$ cat src/rtl/uart_rx_fifo.sv
// Receive-side FWFT buffer behind the UART receiver: synchronizes the ready strobe, checks parity,
// queues {perr, data} and keeps sticky overflow plus a saturating parity-error count.
// Optional build macro UART_RX_FIFO_PERR_DROP_EN discards words that fail parity instead of storing them.
module uart_rx_fifo #(
    parameter int unsigned DEPTH      = 8,
    parameter int unsigned ODD_PARITY = 0
) (
    input  logic                     clk,
    input  logic                     rst,
    input  logic [8:0]               rx_word,
    input  logic                     rx_ready,
    input  logic                     rd_en,
    input  logic                     clr_stat,
    output logic [7:0]               rd_data,
    output logic                     rd_perr,
    output logic                     empty,
    output logic                     full,
    output logic [$clog2(DEPTH):0]   count,
    output logic                     overflow,
    output logic [7:0]               perr_count
);

    localparam int unsigned AW = $clog2(DEPTH);
    localparam int unsigned PW = AW + 1;
`ifdef UART_RX_FIFO_PERR_DROP_EN
    localparam int unsigned EW = 8;
`else
    localparam int unsigned EW = 9;
`endif

    logic          sync1_q, rdy_s_q, rdy_prev_q;
    logic [1:0]    fill_q;
    logic          armed_q, armed_d;
    logic [PW-1:0] wr_ptr_q, wr_ptr_d, rd_ptr_q, rd_ptr_d;
    logic          overflow_q, overflow_d;
    logic [7:0]    perr_cnt_q, perr_cnt_d;
    logic [EW-1:0] mem_q [DEPTH];
    logic [EW-1:0] entry, head;

    logic push_ev, perr, store_req, do_push, do_pop, ovf_set;

    assign push_ev = rdy_s_q & ~rdy_prev_q & armed_q;
    assign perr    = (^rx_word) ^ (ODD_PARITY != 0);

    assign empty = (wr_ptr_q == rd_ptr_q);
    assign full  = (wr_ptr_q[AW] != rd_ptr_q[AW]) && (wr_ptr_q[AW-1:0] == rd_ptr_q[AW-1:0]);
    assign count = wr_ptr_q - rd_ptr_q;
    assign head  = mem_q[rd_ptr_q[AW-1:0]];

`ifdef UART_RX_FIFO_PERR_DROP_EN
    assign store_req = push_ev & ~perr;
    assign entry     = rx_word[7:0];
    assign rd_perr   = 1'b0;
`else
    assign store_req = push_ev;
    assign entry     = {perr, rx_word[7:0]};
    assign rd_perr   = empty ? 1'b0 : head[8];
`endif

    assign rd_data    = empty ? 8'h00 : head[7:0];
    assign overflow   = overflow_q;
    assign perr_count = perr_cnt_q;

    // When full, a push is only taken alongside a pop so the slot frees first.
    assign do_pop  = rd_en & ~empty;
    assign do_push = store_req & (~full | rd_en);
    assign ovf_set = store_req & full & ~rd_en;

    always_comb begin
        wr_ptr_d   = wr_ptr_q;
        rd_ptr_d   = rd_ptr_q;
        overflow_d = overflow_q;
        perr_cnt_d = perr_cnt_q;
        // Only arm on a low that came from the input, not from the reset value of the sync flops.
        armed_d    = armed_q | (fill_q[1] & ~rdy_s_q);
        if (do_push) wr_ptr_d = wr_ptr_q + PW'(1);
        if (do_pop)  rd_ptr_d = rd_ptr_q + PW'(1);
        if (clr_stat) begin
            overflow_d = 1'b0;
            perr_cnt_d = 8'h00;
        end
        if (ovf_set) overflow_d = 1'b1;
        if (push_ev && perr) begin
            if (clr_stat)                 perr_cnt_d = 8'h01;
            else if (perr_cnt_q != 8'hFF) perr_cnt_d = perr_cnt_q + 8'h01;
        end
    end

    always_ff @(posedge clk or negedge rst) begin
        if (!rst) begin
            sync1_q    <= 1'b0;
            rdy_s_q    <= 1'b0;
            rdy_prev_q <= 1'b0;
            fill_q     <= 2'b00;
            armed_q    <= 1'b0;
            wr_ptr_q   <= '0;
            rd_ptr_q   <= '0;
            overflow_q <= 1'b0;
            perr_cnt_q <= 8'h00;
        end else begin
            sync1_q    <= rx_ready;
            rdy_s_q    <= sync1_q;
            rdy_prev_q <= rdy_s_q;
            fill_q     <= {fill_q[0], 1'b1};
            armed_q    <= armed_d;
            wr_ptr_q   <= wr_ptr_d;
            rd_ptr_q   <= rd_ptr_d;
            overflow_q <= overflow_d;
            perr_cnt_q <= perr_cnt_d;
        end
    end

    // Storage is not reset; reads are masked while empty.
    always_ff @(posedge clk) begin
        if (do_push) mem_q[wr_ptr_q[AW-1:0]] <= entry;
    end

endmodule
$ cat config.mk
export PLATFORM = sky130hd
export DESIGN_NAME = uart_rx_fifo
export DESIGN_NICKNAME = d
export VERILOG_FILES = /design/src/rtl/uart_rx_fifo.sv
export SDC_FILE = /design/constraint.sdc
export NUM_CORES = 1
export LEC_CHECK = 0
export ABC_AREA = 1
export BUFFER_PORTS_ARGS = -buffer_cell sky130_fd_sc_hd__buf_2
export CORE_MARGIN = 5
export CORE_UTILIZATION = 53
export DETAILED_ROUTE_END_ITERATION = 8
export PLACE_DENSITY = 0.73
export SETUP_SLACK_MARGIN = 0.2
export SLEW_MARGIN = 20
export SYNTH_ARGS = -nofsm -noshare
export SYNTH_HDL_FRONTEND = slang
export SYNTH_SLANG_ARGS = --single-unit
$ cat constraint.sdc
create_clock -name clk -period 2.3 [get_ports clk]
set_input_delay 0.23 -clock clk [delete_from_list [all_inputs] [get_ports clk]]
set_output_delay 0.23 -clock clk [all_outputs]
set_load 0.03 [all_outputs]
# Yosys cells after proc, flatten, opt, wreduce, memory -nomap -nowiden
# Memories as Yosys holds them, arrays and structs flattened.
# Cells that the tools add are included.
# Widths: inputs -> output; s select.
# totals
elab_cells	46
in_bits	14
mem_bits_rw	72
output_inout_bits	24
memories	1
ff_bits	23
# classes
n_mux	10
n_reduce_logical	4
n_bitwise	14
n_addsub	4
n_eq_ne	4
# memory_table
memory	depth	word_bits	read_ports	rd_ports_with_merged_regs	wr	line	text
mem_q	8	9	1	0	1	37	logic [EW-1:0] mem_q [DEPTH];
# ops
cell	n
$mux 8	5
$reduce_xor 9->1	1
$add 4x1->4 const B	2
$add 8x1->8 const B	1
$ne 8x8->1 const B	1
$and 1x1->1	7
$mux 1	5
$not 1->1	5
$eq 4x4->1	1
$sub 4x4->4	1
$eq 3x3->1	1
$logic_and 1x1->1	2
$or 1x1->1	2
$reduce_bool 2->1	1
$ne 1x1->1	1

# Depth between registers and ports, before layout
# logic_depth
depth_word	7
ltp_mapped	13
depth_no_buf	11

# Worst setup path before layout
# Ideal clock, no wire load.
# synth_path
path_type	register to register
from	reg rd_ptr_q[1]
to	mem mem_q[6][0] (enable)
stages_incl_launch_ff	12
synth_period_minus_slack_ns	2.516
n_path_buf	2
arrival_ns	2.142
setup_slack_ns	-0.216
setup_ns	0.374
required_time_ns	1.926
path_cell_list	dfrtp_1 -> buf_2 -> inv_1 -> clkbuf_1 -> ha_1 -> nand3_1 -> nor2_2 -> nand2_2 -> nand2_2 -> inv_4 -> nand2_2 -> nor2_1
# synth_via
elab_chain_len	7
# synth_rtl
item	line	text
from (decl)	34	logic [PW-1:0] wr_ptr_q, wr_ptr_d, rd_ptr_q, rd_ptr_d;
from (signal assigned)	107	rd_ptr_q <= rd_ptr_d;
$eq 3x3->1	46	assign full = (wr_ptr_q[AW] != rd_ptr_q[AW]) && (wr_ptr_q[AW-1:0] == rd_ptr_q[AW-1:0]);
$logic_and 1x1->1	46	
named net full	17	output logic full,
$not 1->1	66	assign do_push = store_req & (~full | rd_en);
$or 1x1->1	66	
$and 1x1->1	66	
$mux 1	115	if (do_push) mem_q[wr_ptr_q[AW-1:0]] <= entry;
$mux 1 (implied by the code)	115	
to (decl)	37	
# The timed path passes the listed nets, and every way through them passes these cells.

# Worst setup path after layout
# layout_path
from	reg wr_ptr_q[2]
to	out rd_data[2]
# layout_via
elab_chain_len	2
# layout_rtl
item	line	text
from (decl)	34	
from (signal assigned)	106	wr_ptr_q <= wr_ptr_d;
$eq 4x4->1	45	assign empty = (wr_ptr_q == rd_ptr_q);
$mux 8	60	assign rd_data = empty ? 8'h00 : head[7:0];
to (decl)	14	output logic [7:0] rd_data,
# No other way between the ends.

==> run summary <==
Post-DP HPWL: 6330 um
Max Fclk: 462 MHz
HP Start: rx_word[6]
Fin crit share: 94.2%
WP data arrival: 1.94 ns
PD cells: 1310 nW/um^2
Clk Latency, worst-skew pair: 0.37 ns
Commonest non-fill, non-tap cell in the layout: nor2_1
FP Rows: 33
Final wirelength: 9490 um
Commonest non-fill, non-tap cells in the layout: nor2_1 (80), edfxtp_1 (72), nand2_1 (65)
Combinational Power Share: 53.3%
Filler cells: 622
WL per Instance: 16.1 um
Sw frac: 44.1%
All-Layer GR Usage: 20.4%
FF-to-FF End: mem_q[7][5]$_DFFE_PP_
Leak: 2.02 nW
Pint: 3.82 mW
Total power: 6.83 mW
Vias per cell: 5.38
Ys Warns: 0
Cell taking the most area after synthesis: edfxtp_1
RSZ-0062 raised after global routing: true
Worst hold endpoint: mem_q[1][6]$_DFFE_PP_
Hold-critical path depth: 1
Root Driver: clkbuf_8
Max-cap violations: 0
Reported net switching power: 3.02 mW
Setup CP Type: flop to primary output
Post-synth top area share: 49.8%
Gr ovfl total: 0
Die height: 101 um
Clock Skew: 0.0132 ns
Number of global-route vias before repair: 3195
Net Count, Synth: 447
Outcome: complete, no violations
Cell count after synthesis: 426
Num Clock Sinks: 95
DR vias: 3167
DR pass1 iterations: 5
Number of remaining DRC errors: 0
Die W: 101 um
Antenna Cells: 0
Synth cell types: 32
Reg power frac: 31.3%
Setup TNS: 0 ns
Final core occ: 64.6%
Core area: 8090 um^2
Area delta synth->final: 20.4%
Syn_area_per_cell: 10.2 um^2
Reg2Reg Depth: 11
Maximum vdd drop: 1320 uV
Layout cell share with drive strength beyond 1: 24.4%
H-tree depth: 3
Flip-flop and latch count after synthesis: 95
DRT antenna net count: 0
Fin crit period: 2.17 ns
Worst-margin pin slew: 0.528 ns
Mapped Area: 4340 um^2
Nets: 500
Fin. max-slew vios: 0
CP startpoint kind: flop
Die area: 10100 um^2
CTS clk-pin slew, worst paths: 0.11 ns
Final setup vio count: 0
Max FO, Critical Path: 5
Port bufs: 37
Hold_ws: 0.185 ns
CP required: 2.07 ns
Hold Vio Cnt, Final: 0
Initial antenna violation count: 0
Worst slew margin: 64.8%
Sequential area share after synthesis: 63.0%
Cells taking the most area after synthesis: edfxtp_1 (50%), dfrtp_1 (13%), nor2_1 (7.6%)
Tightest Hold Check Type: primary input to flop
Ports: 38
CTS Buf Count: 9
Origin of the critical flop-to-flop path: rd_ptr_q[1]$_DFFE_PN0P_
Starting DRT DRC Count: 187
Initial Utilization: 53.7%
Maximum clock path buffer count: 2
CTS tree: done
Gpl congestion: 0.846
Worst R2R Setup Slack: 0.23 ns
Clk pwr share: 15.3%
First-pass GRT wire length: 15800 um
Pin count of the biggest net entering global routing: 31
Crit path capture type: primary output
-- sequential cells by signal (all words and copies together), names as in the netlist --
register and flops:
fill_q 2, mem_q 72, sync1_q 1, rdy_prev_q 1, perr_count 8, overflow 1, rd_ptr_q 4, wr_ptr_q 4
rdy_s_q 1, armed_q 1
-- critical path, cell delays in order, from the launching register on --
cell     delay (ns)
dfrtp_1        0.44
ha_4           0.32
nand3_4        0.09
nor2_4         0.17
buf_4          0.18
inv_6          0.05
o21ai_1        0.10
a31oi_2        0.05
buf_4          0.18
-- through the flow --
stage                     instances  cell area, um^2  worst slack (ns)
after floorplan                 426             4510             0.214
after global placement          562             4810             0.362
after detailed placement        562             4810             0.300
after CTS                       588             5220             0.170
after global routing            589             5230            0.0370
final                           589             5230             0.134
-- worst max-delay path by stage --
stage                             from                     to  slack [ns]  cells past startpoint
6_report       wr_ptr_q[2]$_DFFE_PN0P_             rd_data[2]        0.13                      8
5_1_grt        rd_ptr_q[1]$_DFFE_PN0P_             rd_data[3]        0.04                      9
4_1_cts        rd_ptr_q[1]$_DFFE_PN0P_             rd_data[6]        0.17                      8
2_1_floorplan  rd_ptr_q[1]$_DFFE_PN0P_             rd_data[0]        0.21                      9
3_5_place_dp   wr_ptr_q[0]$_DFFE_PN0P_  mem_q[3][4]$_DFFE_PP_        0.30                      9
3_3_place_gp   wr_ptr_q[0]$_DFFE_PN0P_  mem_q[3][4]$_DFFE_PP_        0.36                      9
-- layout make-up --
cell class | instances | area (um^2) | area share [%]
repair inverters | 1 | 7.51 | 0.144
repair buffers | 56 | 412 | 7.87
well taps | 105 | 131 | 2.51
inverters | 35 | 144 | 2.75
flip-flops and latches | 95 | 2740 | 52.4
multi-input cells | 281 | 1610 | 30.8
clock buffers | 9 | 124 | 2.37
clock inverters | 7 | 61.3 | 1.17
-- Yosys cell counts (all sizes together) --
cell / count
nand4: 10
edfxtp: 72
clkbuf: 7
xor2: 7
a21oi: 5
xnor2: 5
fa: 1
nor3: 2
nand2: 71
ha: 6
inv: 35
dfrtp: 23
o21ai: 60
nand3: 9
conb: 1
nor2: 92
nand3b: 1
a32o: 1
buf: 8
a31oi: 10
-- power groups by stage --
stage / clock, mW / sequential, mW / combinational, mW
3_5_place_dp: 0 / 2.18 / 2.99
6_report: 1.05 / 2.14 / 3.64
3_3_place_gp: 0 / 2.17 / 2.95
5_1_grt: 1.13 / 2.16 / 3.96
2_1_floorplan: 0 / 2.18 / 2.21
4_1_cts: 1.06 / 2.14 / 3.62
-- layer usage --
layer	track usage, %	vias up	routed length, um
met4	7.36	0	163
met3	3.67	15	449
li1	-	1551	-
met2	34.7	78	4820
met1	26.1	1523	4060
met5	0	-	0
-- cell families (layout without fill, tap and decap cells) --
| family | count (synthesis) | count (layout) | share of synthesized area [%] |
|---|---|---|---|
| simple gates | 185 | 185 | 18.2 |
| flops | 95 | 95 | 63.0 |
| compound gates | 76 | 76 | 9.16 |
| buf+inv | 50 | 108 | 4.70 |
| xor+xnor | 12 | 12 | 2.59 |
| fa+ha+maj | 7 | 7 | 2.19 |
| other cells | 1 | 1 | 0.0863 |
-- timing repair --
action,CTS,global route
pin swaps,6,0
cloned,1,0
hold buffers,2,0
endpoints found under the hold margin,24,0
endpoints found under the setup margin,9,11
gates resized for setup,51,3
buffers inserted,7,1
No activity file was read; power rests on OpenSTA's default activity.
